`config.mk`:
```
export PLATFORM = sky130hd
export DESIGN_NAME = mem_bist_ctrl
export DESIGN_NICKNAME = d
export VERILOG_FILES = /design/src/rtl/mem_bist_pkg.sv /design/src/rtl/mem_bist_ctrl_pattern_gen.sv /design/src/rtl/mem_bist_ctrl.sv
export SDC_FILE = /design/constraint.sdc
export NUM_CORES = 1
export LEC_CHECK = 0
export CAP_MARGIN = 30
export CORE_ASPECT_RATIO = 1.75
export CORE_MARGIN = 5
export CORE_UTILIZATION = 40
export CTS_CLUSTER_SIZE = 16
export DETAILED_ROUTE_END_ITERATION = 12
export HOLD_SLACK_MARGIN = 0.06
export SYNTH_ARGS = -nofsm -noshare
export SYNTH_HDL_FRONTEND = slang
export SYNTH_HIERARCHICAL = 1
export SYNTH_SLANG_ARGS = --single-unit
```
`constraint.sdc`:
```
create_clock -name clk_i -period 3 [get_ports clk_i]
set_clock_uncertainty 0.05 [all_clocks]
set_input_delay 0.3 -clock clk_i [delete_from_list [all_inputs] [get_ports clk_i]]
set_output_delay 0.3 -clock clk_i [all_outputs]
set_load 0.02 [all_outputs]
```
`src/rtl/mem_bist_pkg.sv`:
```
// Shared types and constants for the memory BIST controller and its pattern generator.
package mem_bist_pkg;

  localparam int unsigned CNT_W = 16;

  localparam logic [1:0] MODE_LFSR = 2'd0;
  localparam logic [1:0] MODE_ADDR = 2'd1;
  localparam logic [1:0] MODE_CHK  = 2'd2;
  localparam logic [1:0] MODE_WALK = 2'd3;

  typedef enum logic [2:0] {
    StIdle    = 3'd0,
    StWrSetup = 3'd1,
    StWrite   = 3'd2,
    StRdSetup = 3'd3,
    StRead    = 3'd4,
    StPassEnd = 3'd5,
    StHalt    = 3'd6
  } state_e;

endpackage

```
`src/rtl/mem_bist_ctrl_pattern_gen.sv`:
```
// Test-data source: an LFSR with save/restore for pass replay, plus the per-mode pattern mux.
module bist_pattern_gen
  import mem_bist_pkg::*;
#(
  parameter int unsigned DATA_W   = 8,
  parameter int unsigned ADDR_W   = 19,
  parameter int unsigned LFSR_LEN = 41,
  parameter int unsigned LFSR_TAP = 3
) (
  input  logic              clk_i,
  input  logic              rst_ni,
  input  logic              init_i,
  input  logic              save_i,
  input  logic              restore_i,
  input  logic              next_i,
  input  logic [1:0]        mode_i,
  input  logic [ADDR_W-1:0] addr_i,
  input  logic [CNT_W-1:0]  pass_cnt_i,
  output logic [DATA_W-1:0] pattern_o
);

  localparam int unsigned AddrExtW = (ADDR_W < DATA_W) ? ADDR_W : DATA_W;

  logic [LFSR_LEN-1:0] lfsr_q, lfsr_d;
  logic [LFSR_LEN-1:0] save_q, save_d;
  logic                fb;

  logic [DATA_W-1:0] addr_pat;
  logic [DATA_W-1:0] chk_base;
  logic [DATA_W-1:0] walk_pat;
  logic [31:0]       walk_sum;
  logic              pass_odd;

  assign fb       = lfsr_q[LFSR_LEN-1] ^ lfsr_q[LFSR_TAP-1];
  assign pass_odd = pass_cnt_i[0];

  always_comb begin
    lfsr_d = lfsr_q;
    save_d = save_q;
    if (init_i) begin
      lfsr_d = '1;
      save_d = '1;
    end else begin
      if (restore_i) begin
        lfsr_d = save_q;
      end else if (next_i) begin
        lfsr_d = {lfsr_q[LFSR_LEN-2:0], fb};
      end
      if (save_i) begin
        save_d = lfsr_q;
      end
    end
  end

  always_ff @(posedge clk_i or negedge rst_ni) begin
    if (!rst_ni) begin
      lfsr_q <= '1;
      save_q <= '1;
    end else begin
      lfsr_q <= lfsr_d;
      save_q <= save_d;
    end
  end

  always_comb begin
    chk_base = '0;
    for (int i = 0; i < DATA_W; i++) begin
      chk_base[i] = ((i % 2) == 0);
    end
  end

  // Odd passes complement address data so stuck bits are exercised at both polarities.
  assign addr_pat = DATA_W'(addr_i[AddrExtW-1:0]) ^ {DATA_W{pass_odd}};
  assign walk_sum = 32'(addr_i) + 32'(pass_cnt_i);
  assign walk_pat = {{(DATA_W-1){1'b0}}, 1'b1} << (walk_sum % 32'(DATA_W));

  always_comb begin
    pattern_o = '0;
    unique case (mode_i)
      MODE_LFSR: pattern_o = lfsr_q[DATA_W-1:0];
      MODE_ADDR: pattern_o = addr_pat;
      MODE_CHK:  pattern_o = (addr_i[0] ^ pass_odd) ? ~chk_base : chk_base;
      MODE_WALK: pattern_o = walk_pat;
      default:   pattern_o = '0;
    endcase
  end

endmodule

```
`src/rtl/mem_bist_ctrl.sv`:
```
// Memory BIST controller: repeated write-all/read-all-compare passes with error capture and LED.
module mem_bist_ctrl
  import mem_bist_pkg::*;
#(
  parameter int unsigned DATA_W   = 8,
  parameter int unsigned ADDR_W   = 19,
  parameter int unsigned LFSR_LEN = 41,
  parameter int unsigned LFSR_TAP = 3,
  parameter int unsigned LED_DIV  = 20
) (
  input  logic              clk_i,
  input  logic              rst_ni,
  input  logic              start_i,
  input  logic [1:0]        mode_i,
  input  logic              stop_on_err_i,
  input  logic              clr_i,
  output logic              mem_req_o,
  output logic              mem_rnw_o,
  output logic [ADDR_W-1:0] mem_addr_o,
  output logic [DATA_W-1:0] mem_wdat_o,
  input  logic              mem_ack_i,
  input  logic [DATA_W-1:0] mem_rdat_i,
  output logic              busy_o,
  output logic [CNT_W-1:0]  pass_cnt_o,
  output logic [CNT_W-1:0]  err_cnt_o,
  output logic              err_flag_o,
  output logic [ADDR_W-1:0] first_err_addr_o,
  output logic [DATA_W-1:0] first_err_exp_o,
  output logic [DATA_W-1:0] first_err_got_o,
  output logic              led_o
);

  state_e state_q, state_d;

  logic [ADDR_W-1:0]  addr_q, addr_d;
  logic [1:0]         mode_q, mode_d;
  logic               req_q, req_d;
  logic [CNT_W-1:0]   pass_cnt_q, pass_cnt_d;
  logic [CNT_W-1:0]   err_cnt_q, err_cnt_d;
  logic               err_flag_q, err_flag_d;
  logic [ADDR_W-1:0]  fe_addr_q, fe_addr_d;
  logic [DATA_W-1:0]  fe_exp_q, fe_exp_d;
  logic [DATA_W-1:0]  fe_got_q, fe_got_d;
  logic [LED_DIV-1:0] led_cnt_q, led_cnt_d;
  logic               led_q;

  logic [DATA_W-1:0] pattern;
  logic              ack_fire;
  logic              last_addr;
  logic              mismatch;
  logic              clr_ok;
  logic              in_access;

  // Acks outside an outstanding request are ignored.
  assign ack_fire  = req_q & mem_ack_i;
  assign last_addr = &addr_q;
  assign in_access = (state_q == StWrite) || (state_q == StRead);
  assign mismatch  = (state_q == StRead) && ack_fire && (mem_rdat_i != pattern);
  assign clr_ok    = clr_i && ((state_q == StIdle) || (state_q == StHalt));

  bist_pattern_gen #(
    .DATA_W  (DATA_W),
    .ADDR_W  (ADDR_W),
    .LFSR_LEN(LFSR_LEN),
    .LFSR_TAP(LFSR_TAP)
  ) u_pattern_gen (
    .clk_i     (clk_i),
    .rst_ni    (rst_ni),
    .init_i    (clr_ok),
    .save_i    (state_q == StWrSetup),
    .restore_i (state_q == StRdSetup),
    .next_i    (in_access && ack_fire && (mode_q == MODE_LFSR)),
    .mode_i    (mode_q),
    .addr_i    (addr_q),
    .pass_cnt_i(pass_cnt_q),
    .pattern_o (pattern)
  );

  always_comb begin
    state_d    = state_q;
    addr_d     = addr_q;
    mode_d     = mode_q;
    req_d      = req_q;
    pass_cnt_d = pass_cnt_q;
    err_cnt_d  = err_cnt_q;
    err_flag_d = err_flag_q;
    fe_addr_d  = fe_addr_q;
    fe_exp_d   = fe_exp_q;
    fe_got_d   = fe_got_q;
    led_cnt_d  = led_cnt_q + 1'b1;

    unique case (state_q)
      StIdle: begin
        req_d = 1'b0;
        if (start_i) begin
          mode_d  = mode_i;
          state_d = StWrSetup;
        end
      end
      StWrSetup: begin
        addr_d  = '0;
        state_d = StWrite;
      end
      StWrite: begin
        req_d = 1'b1;
        if (ack_fire) begin
          addr_d = addr_q + 1'b1;
          if (last_addr) begin
            req_d   = 1'b0;
            state_d = StRdSetup;
          end
        end
      end
      StRdSetup: begin
        addr_d  = '0;
        state_d = StRead;
      end
      StRead: begin
        req_d = 1'b1;
        if (ack_fire) begin
          // A failing last address halts rather than closing the pass.
          if (mismatch && stop_on_err_i) begin
            req_d   = 1'b0;
            state_d = StHalt;
          end else if (last_addr) begin
            addr_d  = '0;
            req_d   = 1'b0;
            state_d = StPassEnd;
          end else begin
            addr_d = addr_q + 1'b1;
          end
        end
      end
      StPassEnd: begin
        pass_cnt_d = pass_cnt_q + 1'b1;
        led_cnt_d  = '0;
        if (start_i) begin
          mode_d  = mode_i;
          state_d = StWrSetup;
        end else begin
          state_d = StIdle;
        end
      end
      StHalt: begin
        req_d = 1'b0;
        if (!start_i) begin
          state_d = StIdle;
        end
      end
      default: begin
        req_d   = 1'b0;
        state_d = StIdle;
      end
    endcase

    if (mismatch) begin
      if (err_cnt_q != {CNT_W{1'b1}}) begin
        err_cnt_d = err_cnt_q + 1'b1;
      end
      if (!err_flag_q) begin
        err_flag_d = 1'b1;
        fe_addr_d  = addr_q;
        fe_exp_d   = pattern;
        fe_got_d   = mem_rdat_i;
      end
    end

    if (clr_ok) begin
      pass_cnt_d = '0;
      err_cnt_d  = '0;
      err_flag_d = 1'b0;
      fe_addr_d  = '0;
      fe_exp_d   = '0;
      fe_got_d   = '0;
    end
  end

  always_ff @(posedge clk_i or negedge rst_ni) begin
    if (!rst_ni) begin
      state_q    <= StIdle;
      addr_q     <= '0;
      mode_q     <= MODE_LFSR;
      req_q      <= 1'b0;
      pass_cnt_q <= '0;
      err_cnt_q  <= '0;
      err_flag_q <= 1'b0;
      fe_addr_q  <= '0;
      fe_exp_q   <= '0;
      fe_got_q   <= '0;
      led_cnt_q  <= '0;
      led_q      <= 1'b0;
    end else begin
      state_q    <= state_d;
      addr_q     <= addr_d;
      mode_q     <= mode_d;
      req_q      <= req_d;
      pass_cnt_q <= pass_cnt_d;
      err_cnt_q  <= err_cnt_d;
      err_flag_q <= err_flag_d;
      fe_addr_q  <= fe_addr_d;
      fe_exp_q   <= fe_exp_d;
      fe_got_q   <= fe_got_d;
      led_cnt_q  <= led_cnt_d;
      led_q      <= led_cnt_q[LED_DIV-1] ^ err_flag_q;
    end
  end

  assign mem_req_o        = req_q;
  assign mem_rnw_o        = (state_q == StRead);
  assign mem_addr_o       = addr_q;
  assign mem_wdat_o       = (state_q == StWrite) ? pattern : '0;
  assign busy_o           = (state_q != StIdle);
  assign pass_cnt_o       = pass_cnt_q;
  assign err_cnt_o        = err_cnt_q;
  assign err_flag_o       = err_flag_q;
  assign first_err_addr_o = fe_addr_q;
  assign first_err_exp_o  = fe_exp_q;
  assign first_err_got_o  = fe_got_q;
  assign led_o            = led_q;

endmodule

```
==> results of run 1 <==
state kept, by name, indices dropped and copies added (netlist names), 3 cells and up:
register / flops
err_cnt_o: 16
first_err_addr_o: 19
first_err_exp_o: 8
first_err_got_o: 8
led_cnt_q: 20
mem_addr_o: 19
pass_cnt_o: 16
state_q: 3
u_pattern_gen/lfsr_q: 41
u_pattern_gen/save_q: 41
worst paths after layout:
| check | start | endpoint | slack (ns) |
|---|---|---|---|
| worst min-delay path | rst_ni | first_err_addr_o[5]$_DFFE_PN0P_ | 0.32 |
| worst max-delay path | mem_addr_o[0]$_DFFE_PN0P_ | err_cnt_o[6]$_DFFE_PN0P_ | -0.09 |
| worst min register to register | led_cnt_q[0]$_DFF_PN0_ | led_cnt_q[0]$_DFF_PN0_ | 0.44 |
| min in group clk_i | mem_rdat_i[4] | first_err_got_o[4]$_DFFE_PN0P_ | 0.43 |
| worst max register to register | mem_addr_o[0]$_DFFE_PN0P_ | err_cnt_o[6]$_DFFE_PN0P_ | -0.09 |
| max in group asynchronous | rst_ni | led_o$_DFF_PN0_ | 1.74 |
final cells by class:
cell class	count	area, um^2	area share
antenna	1	2.502	0.0001862
clock buffer	22	475.5	0.03538
clock inverter	10	115.1	0.008564
inverter	25	93.84	0.006982
multi-input combinational	725	5294	0.3939
sequential	196	5011	0.3728
tap	316	395.4	0.02942
timing repair buffer	198	2053	0.1528
cell families after synthesis:
family                     after synthesis  synth area share
adders and majority gates                6          0.008111
and+or+nand+nor                        395            0.2028
buffers and inverters                   85           0.03416
DFF                                    196            0.4918
muxes                                   93           0.09660
AOI/OAI and AO/OA                      185            0.1256
xor gates and xnor gates                46           0.04092
worst max-delay path: cells and delay by family (launching register included):
family	cells	cell delay (ns)
compound gates	2	0.63
xor+xnor	3	0.50
fa+ha+maj	2	0.51
simple gates	2	0.31
flops	1	0.39
mux	1	0.16
buf+inv	4	0.41
synth_stat cells, types with 7 or more instances:
master	n
and3_1	9
dfrtp_1	114
a211o_1	41
buf_2	17
xnor2_1	28
nor4_1	9
nand4_1	17
o31ai_1	10
or3_1	15
and2_1	14
dfstp_2	82
inv_1	24
o21ai_0	57
mux2_2	42
clkbuf_1	41
and4_1	7
mux2i_1	51
a211oi_1	7
a21oi_1	27
or4_1	9
nor2b_1	45
nand2_1	108
nor3_1	18
xor2_1	17
nand3_1	30
nand2b_1	48
nor2_1	54
repair_timing:
item	in CTS	in global routing
hold buffers	1	0
gates cloned	1	10
pin swaps	22	42
endpoints found under the setup margin	52	78
gates resized for setup	41	148
setup buffers	9	8
hold endpoints to repair	56	0
metrics by stage:
stage,total power [mW],cells
finish,5.795,1493
global route,6.009,1492
CTS,5.810,1478
detailed placement,3.397,1435
global placement,3.398,1435
floorplan,3.048,1006
routing by layer:
metal	GRT usage	wire length [um]	up-vias
met4	0.09233	1143	0
li1	-	-	3863
met2	0.3367	15160	226
met1	0.2221	10830	4121
met3	0.03137	1215	73
met5	0	0	-
power by group:
| part | internal, mW | leakage [nW] | switching, mW |
|---|---|---|---|
| logic | 0.295 | 3.21 | 0.404 |
| registers | 2.68 | 2.30 | 0.0768 |
| clock network | 1.31 | 0.295 | 1.03 |
| total | 4.28 | 5.80 | 1.51 |
==> metrics.txt, run 1 <==
outcome=finished with violations; failing checks=setup timing; setup ws final=-0.09381 ns; CP startpoint kind=flop; cts bufs inserted=17; Skew-Pair Late Insertion Delay=around 0.45 ns; ys flop type=dfrtp_1; clk root buf=clkbuf_16; commonest non-fill, non-tap cell in the layout=dfrtp_1; syn avg cell area=10.12 um^2; syn_nets=1028; Max Root-Sink Buffers=2; die span in y=roughly 220 um; slowest library cell on the worst path=a221o_1; Syn. warnings=6; clock sink count=196; Hold Path Class=primary input to asynchronous set/reset pin; TritonRoute pass-1 iters=8; post-synthesis sequential area ratio=0.4918; Final Util=0.5325; H-tree Lvls=4; First DRT Iteration DRCs=between 400 and 500; FMAX=323.2 MHz; Final Cell Area=about 13000 um^2; Setup crit end kind=flop; Nets=1185; final setup vio count=52; area share of the leading cell type in the synthesized netlist=0.2802; vias per inst=5.548; largest net degree at the start of global routing=83; pre-CTS WS=-0.1273 ns; Die Area=28870 um^2; Initial Utilization=0.4033; max-slew violation count=0; routed via count=slightly above 8000; I/O Pins=115; crit-path cells=ha_4, inv_2, fa_2, xnor2_2, xnor2_2, a221o_1, xnor2_2, and4_4, buf_6, buf_6, a21oi_4, buf_6, nand4_1, mux2i_1; RePlAce Congestion=0.8842; Die Wd=130.6 um; CP Class=flop to flop; RSZ-0062 raised after global routing=yes; # DRC=0; Remaining Overflow, GRT=0; P per Cell Area=around 430 nW/um^2; DR WL/cell=18.99 um; Tot GR Track Use=0.1919; Lkg Pwr=5.804 nW; number of flops mapped to enable cells by yosys=0; final WL=about 28000 um; first-pass GRT wire length=44070 um; antenna violations before repair=0; post-route ant nets=0; Synth-to-Final Area Change=32.01%; vias in the first global route=8324; Worst Tran Pin Value=0.9001 ns; Post-synth ARST share=1.000; Worst Path Required=3.28 ns; fraction of layout cells with a size suffix above 1=0.2959; dominant cell type by area after synthesis=dfrtp_1; Fin Setup TNS=-2.779 ns; commonest non-fill, non-tap cells in the layout=dfrtp_1 (111), clkdlybuf4s50_1 (105), nand2_1 (85); Critical Path AT=3.38 ns; Slew HR=0.3967; CTS tree=yes; Filler cells=2278; Post-Syn Instances=1006; Synth cell types=60; CP peak stage delay=~0.42 ns; Reg2Reg Depth=14; VDD IR-drop max=0.4475 mV; Hold Vio Cnt, Final=0; max-cap violations=0; Cell Rows=77; DP HPWL=18930 um; crit-path max FO=4; synth top area cells=dfrtp_1 (28%), dfstp_2 (21%), mux2i_1 (5.0%); fin crit share=1.031; Hold Worst Slack=0.3171 ns; Port Buf Inserts=114; Tmin final=around 3.1 ns; Mapped Area=slightly above 10000 um^2; Placed Area=12080 um^2; clk slew on worst S/H paths=0.07 ns; #FFs+latches synth=196; core footprint=25240 um^2
(Power assumes the default switching activity.)
==> run 2: changes to the inputs <==
--- a/config.mk
+++ b/config.mk
@@ -9,7 +9,6 @@
 export CORE_ASPECT_RATIO = 1.75
 export CORE_MARGIN = 5
 export CORE_UTILIZATION = 40
-export CTS_CLUSTER_SIZE = 16
 export DETAILED_ROUTE_END_ITERATION = 12
 export HOLD_SLACK_MARGIN = 0.06
 export SYNTH_ARGS = -nofsm -noshare
==> results of run 2 <==
The final DEF is identical to that of run 1; final timing and power are the same.
==> run 3: changes to the inputs <==
--- a/config.mk
+++ b/config.mk
@@ -15,3 +15,4 @@
 export SYNTH_HDL_FRONTEND = slang
 export SYNTH_HIERARCHICAL = 1
 export SYNTH_SLANG_ARGS = --single-unit
+export TNS_END_PERCENT = 1
==> run 3 against run 2 <==
Compared with the run above: the flow still finishes with violations (setup timing); worst setup slack better by 0.0029 ns; cell area down 3.3%; clock power about the same; final cell count down 1.1%; first-iteration DRC count down 4.1%; sequential cell count unchanged; critical path type unchanged; largest cell class unchanged; highest routed layer unchanged.
==> metrics.txt, run 3 (same netlist as run 1, synthesis figures left out) <==
DR WL/cell=18.52 um; commonest non-fill, non-tap cell in the layout=dfrtp_1; Initial Utilization=0.4033; RSZ-0062 raised after global routing=yes; First DRT Iteration DRCs=472; CP peak stage delay=between 0.4 and 0.5 ns; GR met1 Demand/Resource=0.2202; P per Cell Area=roughly 440 nW/um^2; Slew HR=0.3904; Skew-Pair Late Insertion Delay=approximately 0.45 ns; slowest library cell on the worst path=or4_4; most frequent CP cell=xnor2_2; Synth-to-Final Area Change=27.66%; biggest regs=u_pattern_gen/lfsr_q x41, u_pattern_gen/save_q x41, led_cnt_q x20; Remaining Overflow, GRT=0; VDD IR-drop max=0.4475 mV; Final Instance Count excl. Fillers=approximately 1500; Hold Path Class=primary input to asynchronous set/reset pin; Hold Vio Cnt, Final=0; Lkg Pwr=5.604 nW; max-cap violations=0; TritonRoute pass-1 iters=4; failing checks=setup timing; Setup crit end kind=flop; Max Root-Sink Buffers=2; # DRC=0; commonest non-fill, non-tap cells in the layout=dfrtp_1 (111), nand2_1 (107), clkdlybuf4s50_1 (105); Port Buf Inserts=114; Filler cells=2344; die span in y=221.1 um; clk root buf=clkbuf_16; crit-path max FO=5; routed via count=8085; final setup vio count=58; cts bufs inserted=17; Worst Tran Pin Value=approximately 0.9 ns; reg2reg setup slack=-0.09 ns; fraction of layout cells with a size suffix above 1=0.2476; CP startpoint kind=flop; RePlAce Congestion=between 0.8 and 0.9; clk slew on worst S/H paths=0.07 ns; FMAX=323.5 MHz; CTS tree=yes; core footprint=25240 um^2; setup ws final=-0.09087 ns; vias per inst=about 5.5; final WL=27340 um; Tot GR Track Use=0.1899; I/O Pins=about 120; multi-input logic area=5107 um^2; CP Class=flop to flop; # placed instances=1435; Die Area=28870 um^2; r2r startpoint=mem_addr_o[0]$_DFFE_PN0P_; post-route ant nets=0; Pwr Total=around 5.8 mW; antenna violations before repair=0; Critical Path AT=around 3.4 ns; fin crit share=1.030; outcome=finished with violations; Worst Path Required=3.32 ns; RR Endpoint=err_cnt_o[9]$_DFFE_PN0P_; largest net degree at the start of global routing=just over 80; Tmin final=3.091 ns; max-slew violation count=0; Die Wd=approximately 130 um; GR peak layer=met2; H-tree Lvls=4; vias in the first global route=between 8000 and 9000; clock sink count=approximately 200; DP HPWL=approximately 19000 um; Reg2Reg Depth=12; Nets=1168; met2 Use GR=0.3349; crit-path cells=ha_4, inv_2, fa_2, xnor2_2, xnor2_2, a221o_1, xnor2_2, nand4_1, o21ai_2, buf_6, or4_4, a21oi_2; Sequential Area=roughly 5000 um^2; met3 GRT Util=0.03137; first-pass GRT wire length=43640 um; Cell Rows=77
==> run 3: cell types whose count changed in the layout (fill, tap and decap cells not counted), sizes merged <==
cell           change
clkbuf             -3
clkdlybuf4s15      +1
buf               -15
==> run 3: routing by layer <==
| layer | share of wire | vias up |
|---|---|---|
| met1 | 0.39 | 3987 |
| met2 | 0.53 | 191 |
| met4 | 0.038 | 0 |
| met3 | 0.041 | 67 |
| li1 | - | 3840 |
| met5 | 0 | - |
==> run 3: worst max-delay path, delay by kind of cell, from the launching register on <==
family	cells	cell delay, ns
fa+ha+maj	2	0.51
flops	1	0.39
buf+inv	2	0.19
compound gates	3	0.67
simple gates	2	0.66
xor+xnor	3	0.52
==> run 3: repair_timing <==
item / CTS / global route
setup buffers: 0 / 5
endpoints found under the setup margin: 52 / 76
hold buffers: 1 / 0
hold endpoints to repair: 56 / 0
pin swaps: 2 / 38
gates cloned: 0 / 2
resized for setup: 42 / 66
==> run 3: metrics by stage <==
stage / setup slack (ns) / util / setup TNS [ns] / hold slack, ns / area (um^2)
global placement: -0.07452 / 0.4784 / -0.1982 / 0.2773 / 12080
detailed placement: -0.1273 / 0.4784 / -1.404 / 0.2733 / 12080
global route: -0.2161 / 0.5148 / -10.18 / 0.3654 / 13000
CTS: -0.09725 / 0.5044 / -1.016 / 0.3470 / 12730
floorplan: 0.001473 / - / 0 / -0.04559 / 10220
finish: -0.09087 / 0.5149 / -2.078 / 0.3218 / 13000
==> run 3: final cells by class <==
cell class	count	share of cell area
clock buffers	22	0.03658
inverters	25	0.007220
well taps	316	0.03042
multi-input cells	725	0.3930
repair buffers	181	0.1382
clock inverters	10	0.008856
diodes	1	0.0001925
flip-flops and latches	196	0.3855
==> run 3: worst max path at each step <==
stage	startpoint	end	slack, ns	cells after the start
2_1_floorplan	mem_addr_o[0]$_DFFE_PN0P_	mem_addr_o[15]$_DFFE_PN0P_	0.001	11
3_3_place_gp	pass_cnt_o[0]$_DFFE_PN0P_	err_cnt_o[6]$_DFFE_PN0P_	-0.07	13
3_5_place_dp	pass_cnt_o[0]$_DFFE_PN0P_	mem_addr_o[0]$_DFFE_PN0P_	-0.13	13
4_1_cts	pass_cnt_o[0]$_DFFE_PN0P_	mem_addr_o[5]$_DFFE_PN0P_	-0.1	12
5_1_grt	mem_addr_o[0]$_DFFE_PN0P_	mem_addr_o[5]$_DFFE_PN0P_	-0.22	12
6_report	mem_addr_o[0]$_DFFE_PN0P_	err_cnt_o[9]$_DFFE_PN0P_	-0.09	12
==> run 3: power by group <==
part	internal [mW]	switching (mW)	total [mW]	leakage (nW)
combinational	0.287	0.384	0.671	3.01
sequential	2.68	0.0732	2.75	2.30
clock	1.31	1.03	2.33	0.295
total	4.27	1.48	5.76	5.60
